<file path="config.mk">
export PLATFORM = sky130hd
export DESIGN_NAME = alu_flag_unit
export DESIGN_NICKNAME = d
export VERILOG_FILES = /design/src/rtl/alu_flag_unit.sv
export SDC_FILE = /design/constraint.sdc
export NUM_CORES = 1
export LEC_CHECK = 0
export CORE_MARGIN = 2
export CORE_UTILIZATION = 40
export DETAILED_ROUTE_END_ITERATION = 6
export PLACE_DENSITY = 0.54
export SKIP_LAST_GASP = 1
export SYNTH_ARGS = -nofsm -noshare
export SYNTH_HDL_FRONTEND = slang
export SYNTH_SLANG_ARGS = --single-unit
</file>
<file path="constraint.sdc">
create_clock -name clock -period 5.5 [get_ports clock]
set_input_delay 1.65 -clock clock [delete_from_list [all_inputs] [get_ports clock]]
set_output_delay 1.65 -clock clock [all_outputs]
set_load 0.02 [all_outputs]
</file>
<file path="src/rtl/alu_flag_unit.sv">
// Execute-stage ALU with a registered result and {C,Z,L,F,N} condition flags.
// Single-cycle ops complete on the start edge; MUL runs one shift-add step per cycle.
module alu_flag_unit #(
   parameter int WIDTH = 16,
   parameter int SHW   = 4
) (
   input  logic             clock,
   input  logic             reset,
   input  logic             start,
   input  logic [3:0]       op,
   input  logic [WIDTH-1:0] a,
   input  logic [WIDTH-1:0] b,
   output logic [WIDTH-1:0] result,
   output logic [4:0]       flags_out,
   output logic             busy,
   output logic             done
);

   localparam logic [3:0] OP_ADD = 4'd0;
   localparam logic [3:0] OP_SUB = 4'd1;
   localparam logic [3:0] OP_CMP = 4'd2;
   localparam logic [3:0] OP_AND = 4'd3;
   localparam logic [3:0] OP_OR  = 4'd4;
   localparam logic [3:0] OP_XOR = 4'd5;
   localparam logic [3:0] OP_MOV = 4'd6;
   localparam logic [3:0] OP_LSH = 4'd7;
   localparam logic [3:0] OP_MUL = 4'd8;

   typedef enum logic {IDLE, MUL} state_t;

   state_t               state_q, state_d;
   logic [WIDTH-1:0]     result_d;
   logic [4:0]           flags_d;
   logic                 done_d;
   logic [2*WIDTH-1:0]   acc_q, acc_d, mcand_q, mcand_d, partial;
   logic [WIDTH-1:0]     mplier_q, mplier_d;
   logic [SHW-1:0]       count_q, count_d;
   logic [WIDTH:0]       sum, diff, lsh_left, lsh_right;
   logic [SHW-1:0]       lsh_amt;
   logic                 add_ovf, sub_ovf;
   logic                 flag_c, flag_z, flag_l, flag_f, flag_n;

   assign sum       = {1'b0, a} + {1'b0, b};
   assign diff      = {1'b0, a} - {1'b0, b};
   assign add_ovf   = (a[WIDTH-1] == b[WIDTH-1]) && (sum[WIDTH-1] != a[WIDTH-1]);
   assign sub_ovf   = (a[WIDTH-1] != b[WIDTH-1]) && (diff[WIDTH-1] != a[WIDTH-1]);

   // The extra guard bit on each side catches the last bit shifted out, and is 0 for a zero shift.
   assign lsh_amt   = b[SHW-1:0];
   assign lsh_left  = {1'b0, a} << lsh_amt;
   assign lsh_right = {a, 1'b0} >> lsh_amt;

   assign partial   = acc_q + (mplier_q[0] ? mcand_q : '0);
   assign busy      = (state_q == MUL);

   always_comb begin
      state_d  = state_q;
      result_d = result;
      done_d   = 1'b0;
      acc_d    = acc_q;
      mcand_d  = mcand_q;
      mplier_d = mplier_q;
      count_d  = count_q;
      flag_c   = flags_out[4];
      flag_z   = flags_out[3];
      flag_l   = flags_out[2];
      flag_f   = flags_out[1];
      flag_n   = flags_out[0];

      unique case (state_q)
         IDLE: begin
            if (start) begin
               done_d = 1'b1;
               case (op)
                  OP_ADD: begin
                     result_d = sum[WIDTH-1:0];
                     flag_c   = sum[WIDTH];
                     flag_z   = (sum[WIDTH-1:0] == '0);
                     flag_l   = 1'b0;
                     flag_f   = add_ovf;
                     flag_n   = sum[WIDTH-1];
                  end
                  OP_SUB, OP_CMP: begin
                     if (op == OP_SUB) result_d = diff[WIDTH-1:0];
                     flag_c = diff[WIDTH];
                     flag_z = (a == b);
                     flag_l = (a < b);
                     flag_f = sub_ovf;
                     flag_n = ($signed(a) < $signed(b));
                  end
                  OP_AND, OP_OR, OP_XOR: begin
                     if (op == OP_AND)     result_d = a & b;
                     else if (op == OP_OR) result_d = a | b;
                     else                  result_d = a ^ b;
                     flag_z = (result_d == '0);
                     flag_n = result_d[WIDTH-1];
                  end
                  OP_MOV: result_d = b;
                  OP_LSH: begin
                     if (b[SHW]) begin
                        result_d = lsh_right[WIDTH:1];
                        flag_c   = lsh_right[0];
                     end else begin
                        result_d = lsh_left[WIDTH-1:0];
                        flag_c   = lsh_left[WIDTH];
                     end
                     flag_z = (result_d == '0);
                     flag_n = result_d[WIDTH-1];
                  end
                  OP_MUL: begin
                     done_d   = 1'b0;
                     state_d  = MUL;
                     acc_d    = '0;
                     mcand_d  = {{WIDTH{1'b0}}, a};
                     mplier_d = b;
                     count_d  = '0;
                  end
                  default: ;
               endcase
            end
         end
         MUL: begin
            acc_d    = partial;
            mcand_d  = mcand_q << 1;
            mplier_d = mplier_q >> 1;
            count_d  = count_q + 1'b1;
            // The final step publishes the product straight from the adder output.
            if (&count_q) begin
               state_d  = IDLE;
               done_d   = 1'b1;
               result_d = partial[WIDTH-1:0];
               flag_c   = (partial[2*WIDTH-1:WIDTH] != '0);
               flag_z   = (partial[WIDTH-1:0] == '0);
               flag_l   = 1'b0;
               flag_f   = 1'b0;
               flag_n   = partial[WIDTH-1];
            end
         end
         default: state_d = IDLE;
      endcase

      flags_d = {flag_c, flag_z, flag_l, flag_f, flag_n};
   end

   always_ff @(posedge clock or posedge reset) begin
      if (reset) begin
         state_q   <= IDLE;
         result    <= '0;
         flags_out <= '0;
         done      <= 1'b0;
         acc_q     <= '0;
         mcand_q   <= '0;
         mplier_q  <= '0;
         count_q   <= '0;
      end else begin
         state_q   <= state_d;
         result    <= result_d;
         flags_out <= flags_d;
         done      <= done_d;
         acc_q     <= acc_d;
         mcand_q   <= mcand_d;
         mplier_q  <= mplier_d;
         count_q   <= count_d;
      end
   end

endmodule

</file>
==> impl_summary.txt <==
----------------------------------------------------
[Status]
  Result of the run ... complete, no violations

[Setup path]
  Data arrival at the endpoint of the critical path ... 5240 ps
  Top fanout value on the critical path ... 6
  Crit. End Element ... register
  Kind of start point of the critical path ... primary input
  Critical path class ... in -> reg
  Req. time, crit path ... 5780 ps

[Route]
  DR iter-0 viols ... 946
  Total routed wirelength ... 38.7 mm
  Detailed-route via count ... 10800
  Post-route ant nets ... 0
  First-pass iteration count of the detailed router ... 5
  Total DRC errors in the routed layout ... 0
  Drt wl/cell ... 21.8 um
  Via density per instance ... 6.10

[Floorplan]
  Die Width ... 168 um
  Number of placement rows ... 60
  Core ar. ... 26700 um^2
  Initial core utilization ... 40.4%
  Die footprint ... 28300 um^2
  Vert. Die Dim ... 168 um
  Num ports ... 62

[Synth]
  Top cell type's share of synthesized area ... 24.8%
  Synthesized instance count ... 1396
  Number of enable flip-flop cells after synthesis ... 0
  Register bit count reported by yosys ... 107
  Leading cell types by total area after synthesis ... sky130_fd_sc_hd__dfrtp_1 (25%), sky130_fd_sc_hd__ha_1 (9.4%), sky130_fd_sc_hd__nand2_1 (6.7%)
  Yosys cell types ... 74
  Netlist area before placement ... 10800 um^2
  Top cell type by total area after synthesis ... sky130_fd_sc_hd__dfrtp_1
  Count of synthesis-stage warnings from yosys ... 0
  Predominant post-synthesis flop cell ... sky130_fd_sc_hd__dfrtp_1
  Synthesized net count ... 1519
  Post-synthesis area per instance ... 7.73 um^2
  Post-synthesis sequential area ratio ... 24.8%
  Async set-reset flop share out of synthesis ... 100%

[Global route]
  First-pass GRT wire length ... 60.3 mm
  Met3 track utilization from global routing ... 3.97%
  Pin count of the biggest net entering global routing ... 77
  Antenna violations before repair ... 1
  Aggregate global-route resource usage ... 27.4%
  Vias in the first global route ... 10400
  Most Used Layer, Global Route ... met2
  Leftover overflow at the end of global routing ... 0
  Met2 capacity usage during global routing ... 41.2%
  Met1 track demand over resource ... 39.9%

[Timing]
  Max Freq ... 0.202 GHz
  Final Max Tran Viols ... 0
  Final Hold Vio Count ... 0
  Post-route setup TNS ... 0 ps
  Number of setup violations in the final report ... 0
  Worst clock skew ... 17.9 ps
  Remaining max-slew budget at the tightest pin ... 37.0%
  Unrepaired setup endpoints after global routing ... false
  Pin slew with the least headroom to its limit ... 942 ps
  Final Critical Period ... 4960 ps
  Period utilization ... 90.2%

[Power and ir drop]
  Portion of total power attributed to combinational logic ... 48.9%
  Switching power as a share of total power ... 45.2%
  Power after layout ... 3.90 mW
  Psw ... 1.76 mW
  Clock power share ... 17.1%
  Leak ... 5.30 nW
  Areal power density over the cells ... 320 nW/um^2
  Pint ... 2.14 mW
  Sequential Power Share ... 34.0%
  IR Drop Worst-Case VDD ... 0.000188 V

[CTS]
  TritonCTS clock tree ... done
  Clock input transition at the sequential cells of the worst setup and hold paths ... 80 ps
  Post-cts resize count ... 0
  Cts hold-fix bufs ... 0
  Deepest level of the CTS H-tree ... 3
  CTS Root Buffer Type ... sky130_fd_sc_hd__clkbuf_16
  CTS Buffer Depth ... 2
  Number of buffers inserted to repair setup after CTS ... 0
  CTS buffer count ... 9
  Clock latency on the worst-skew pair ... 370 ps
  CTS Sinks ... 107

[Place]
  Count of placed standard cells including taps ... 1758
  Count of port buffers added during placement ... 61
  RePlAce Congestion ... 0.993
  Detail Placement HPWL ... 29.5 mm

[Cells and area]
  Layout-stage area growth over the synthesis result ... 13.1%
  Total of fill cells in the finished design ... 2703
  Total Nets Final ... 1551
  Fin util ... 45.7%
  Number of diodes added for antenna fixing ... 0
  Final Non-Filler Cells ... 1774
  Ratio of cells with drive above 1 in the final layout ... 9.56%

[Job]
  Max-cap violations ... 0

[Min path]
  Hold/Removal Path Class ... reg -> reg

----------------------------------------------------
kinds of logic (layout without fill, tap and decap cells):
kind of cell	after synthesis	after routing	share of synthesized area, %
and+or+nand+nor	486	486	20.6
AOI/OAI and AO/OA	472	472	27.8
buffers and inverters	151	188	5.32
DFF	107	107	24.8
adders and majority gates	84	84	9.95
xor gates and xnor gates	50	50	4.06
muxes	46	46	7.42
cell type report:
type                       count  area, um^2  area share (%)
clock buffer                  10         229            1.88
tap                          341         427            3.50
clock inverter                 6        62.6           0.513
sequential                   107        2680            22.0
timing repair buffer         118        1040            8.53
inverter                      54         205            1.68
multi-input combinational   1138        7560            61.9
metrics by stage:
stage	cell area [um^2]	setup WS (ps)	hold slack (ps)
after floorplan	10800	505	443
after global routing	12200	328	501
final	12200	537	481
after detailed placement	11900	221	468
after CTS	12200	610	477
after global placement	11900	322	461
cells in the mapped netlist, types with 13 or more instances:
cell / instances
sky130_fd_sc_hd__nor2_1: 129
sky130_fd_sc_hd__clkbuf_1: 82
sky130_fd_sc_hd__nand2_1: 192
sky130_fd_sc_hd__inv_1: 51
sky130_fd_sc_hd__a22o_1: 13
sky130_fd_sc_hd__a21o_1: 20
sky130_fd_sc_hd__and2_1: 38
sky130_fd_sc_hd__mux2i_1: 17
sky130_fd_sc_hd__o221ai_1: 13
sky130_fd_sc_hd__a31oi_1: 16
sky130_fd_sc_hd__mux4_2: 27
sky130_fd_sc_hd__dfrtp_1: 107
sky130_fd_sc_hd__xor2_1: 13
sky130_fd_sc_hd__nor3_1: 26
sky130_fd_sc_hd__xnor2_1: 37
sky130_fd_sc_hd__o211ai_1: 19
sky130_fd_sc_hd__ha_1: 81
sky130_fd_sc_hd__a21oi_1: 130
sky130_fd_sc_hd__nand4_1: 14
sky130_fd_sc_hd__a211oi_1: 19
sky130_fd_sc_hd__o21ai_0: 138
sky130_fd_sc_hd__nand3_1: 21
flip-flops by register name, summed over array words and instances, names as in the netlist:
name       count
busy           1
count_q        4
flags_out      5
mplier_q      16
mcand_q       32
acc_q         32
result        16
done           1
routing by layer:
layer  vias up  share of wire (%)
li1       5128                  -
met2       403                 43
met5         -              0.036
met4         2                3.3
met3        68                6.5
met1      5223                 47
cell usage in the layout (no fill, tap or decap), drive strengths merged, types with 10 or more instances in the layout:
cell type and n:
a211oi 19, a21o 20, a21oi 131, a22o 14, a22oi 12, a31oi 16
and2 38, buf 59, clkbuf 10, clkdlybuf4s50 59, dfrtp 107, ha 81
inv 55, mux2i 17, mux4 27, nand2 192, nand2b 12, nand3 21
nand4 14, nor2 129, nor3 26, o211ai 19, o21ai 138, o221ai 13
xnor2 37, xor2 13
worst max-delay path, stage by stage:
cell                              delay [ps]
sky130_fd_sc_hd__clkdlybuf4s50_1         500
sky130_fd_sc_hd__inv_1                    90
sky130_fd_sc_hd__ha_1                    400
sky130_fd_sc_hd__o21ba_2                 170
sky130_fd_sc_hd__o21bai_1                 90
sky130_fd_sc_hd__a21oi_1                 250
sky130_fd_sc_hd__o311ai_0                140
sky130_fd_sc_hd__buf_4                   160
sky130_fd_sc_hd__nor4_1                  440
sky130_fd_sc_hd__nor3_1                  150
sky130_fd_sc_hd__buf_4                   170
sky130_fd_sc_hd__a2111oi_0               390
sky130_fd_sc_hd__o21ai_0                 160
sky130_fd_sc_hd__a211o_1                 310
sky130_fd_sc_hd__a31oi_1                 170
final timing paths:
kind / startpoint / end / slack [ps] / cells past startpoint
hold reg to reg: result[4] / result[4] / 480 / 2
setup reg to reg: mplier_q[0] / flags_out[4] / 1040 / 13
setup / recovery: b[2] / flags_out[0] / 540 / 15
max in group asynchronous: reset / mcand_q[0] / 3020 / 3
min in group asynchronous: reset / acc_q[18] / 1750 / 2
hold / removal: result[4] / result[4] / 480 / 2
power by group through the flow:
stage | registers (mW) | clock network, mW | logic, mW
3_3_place_gp | 1.34 | 0 | 1.87
6_report | 1.32 | 0.667 | 1.91
2_1_floorplan | 1.29 | 0 | 1.24
4_1_cts | 1.33 | 0.688 | 1.90
5_1_grt | 1.37 | 0.717 | 2.11
3_5_place_dp | 1.34 | 0 | 1.89
(Power assumes the default switching activity.)
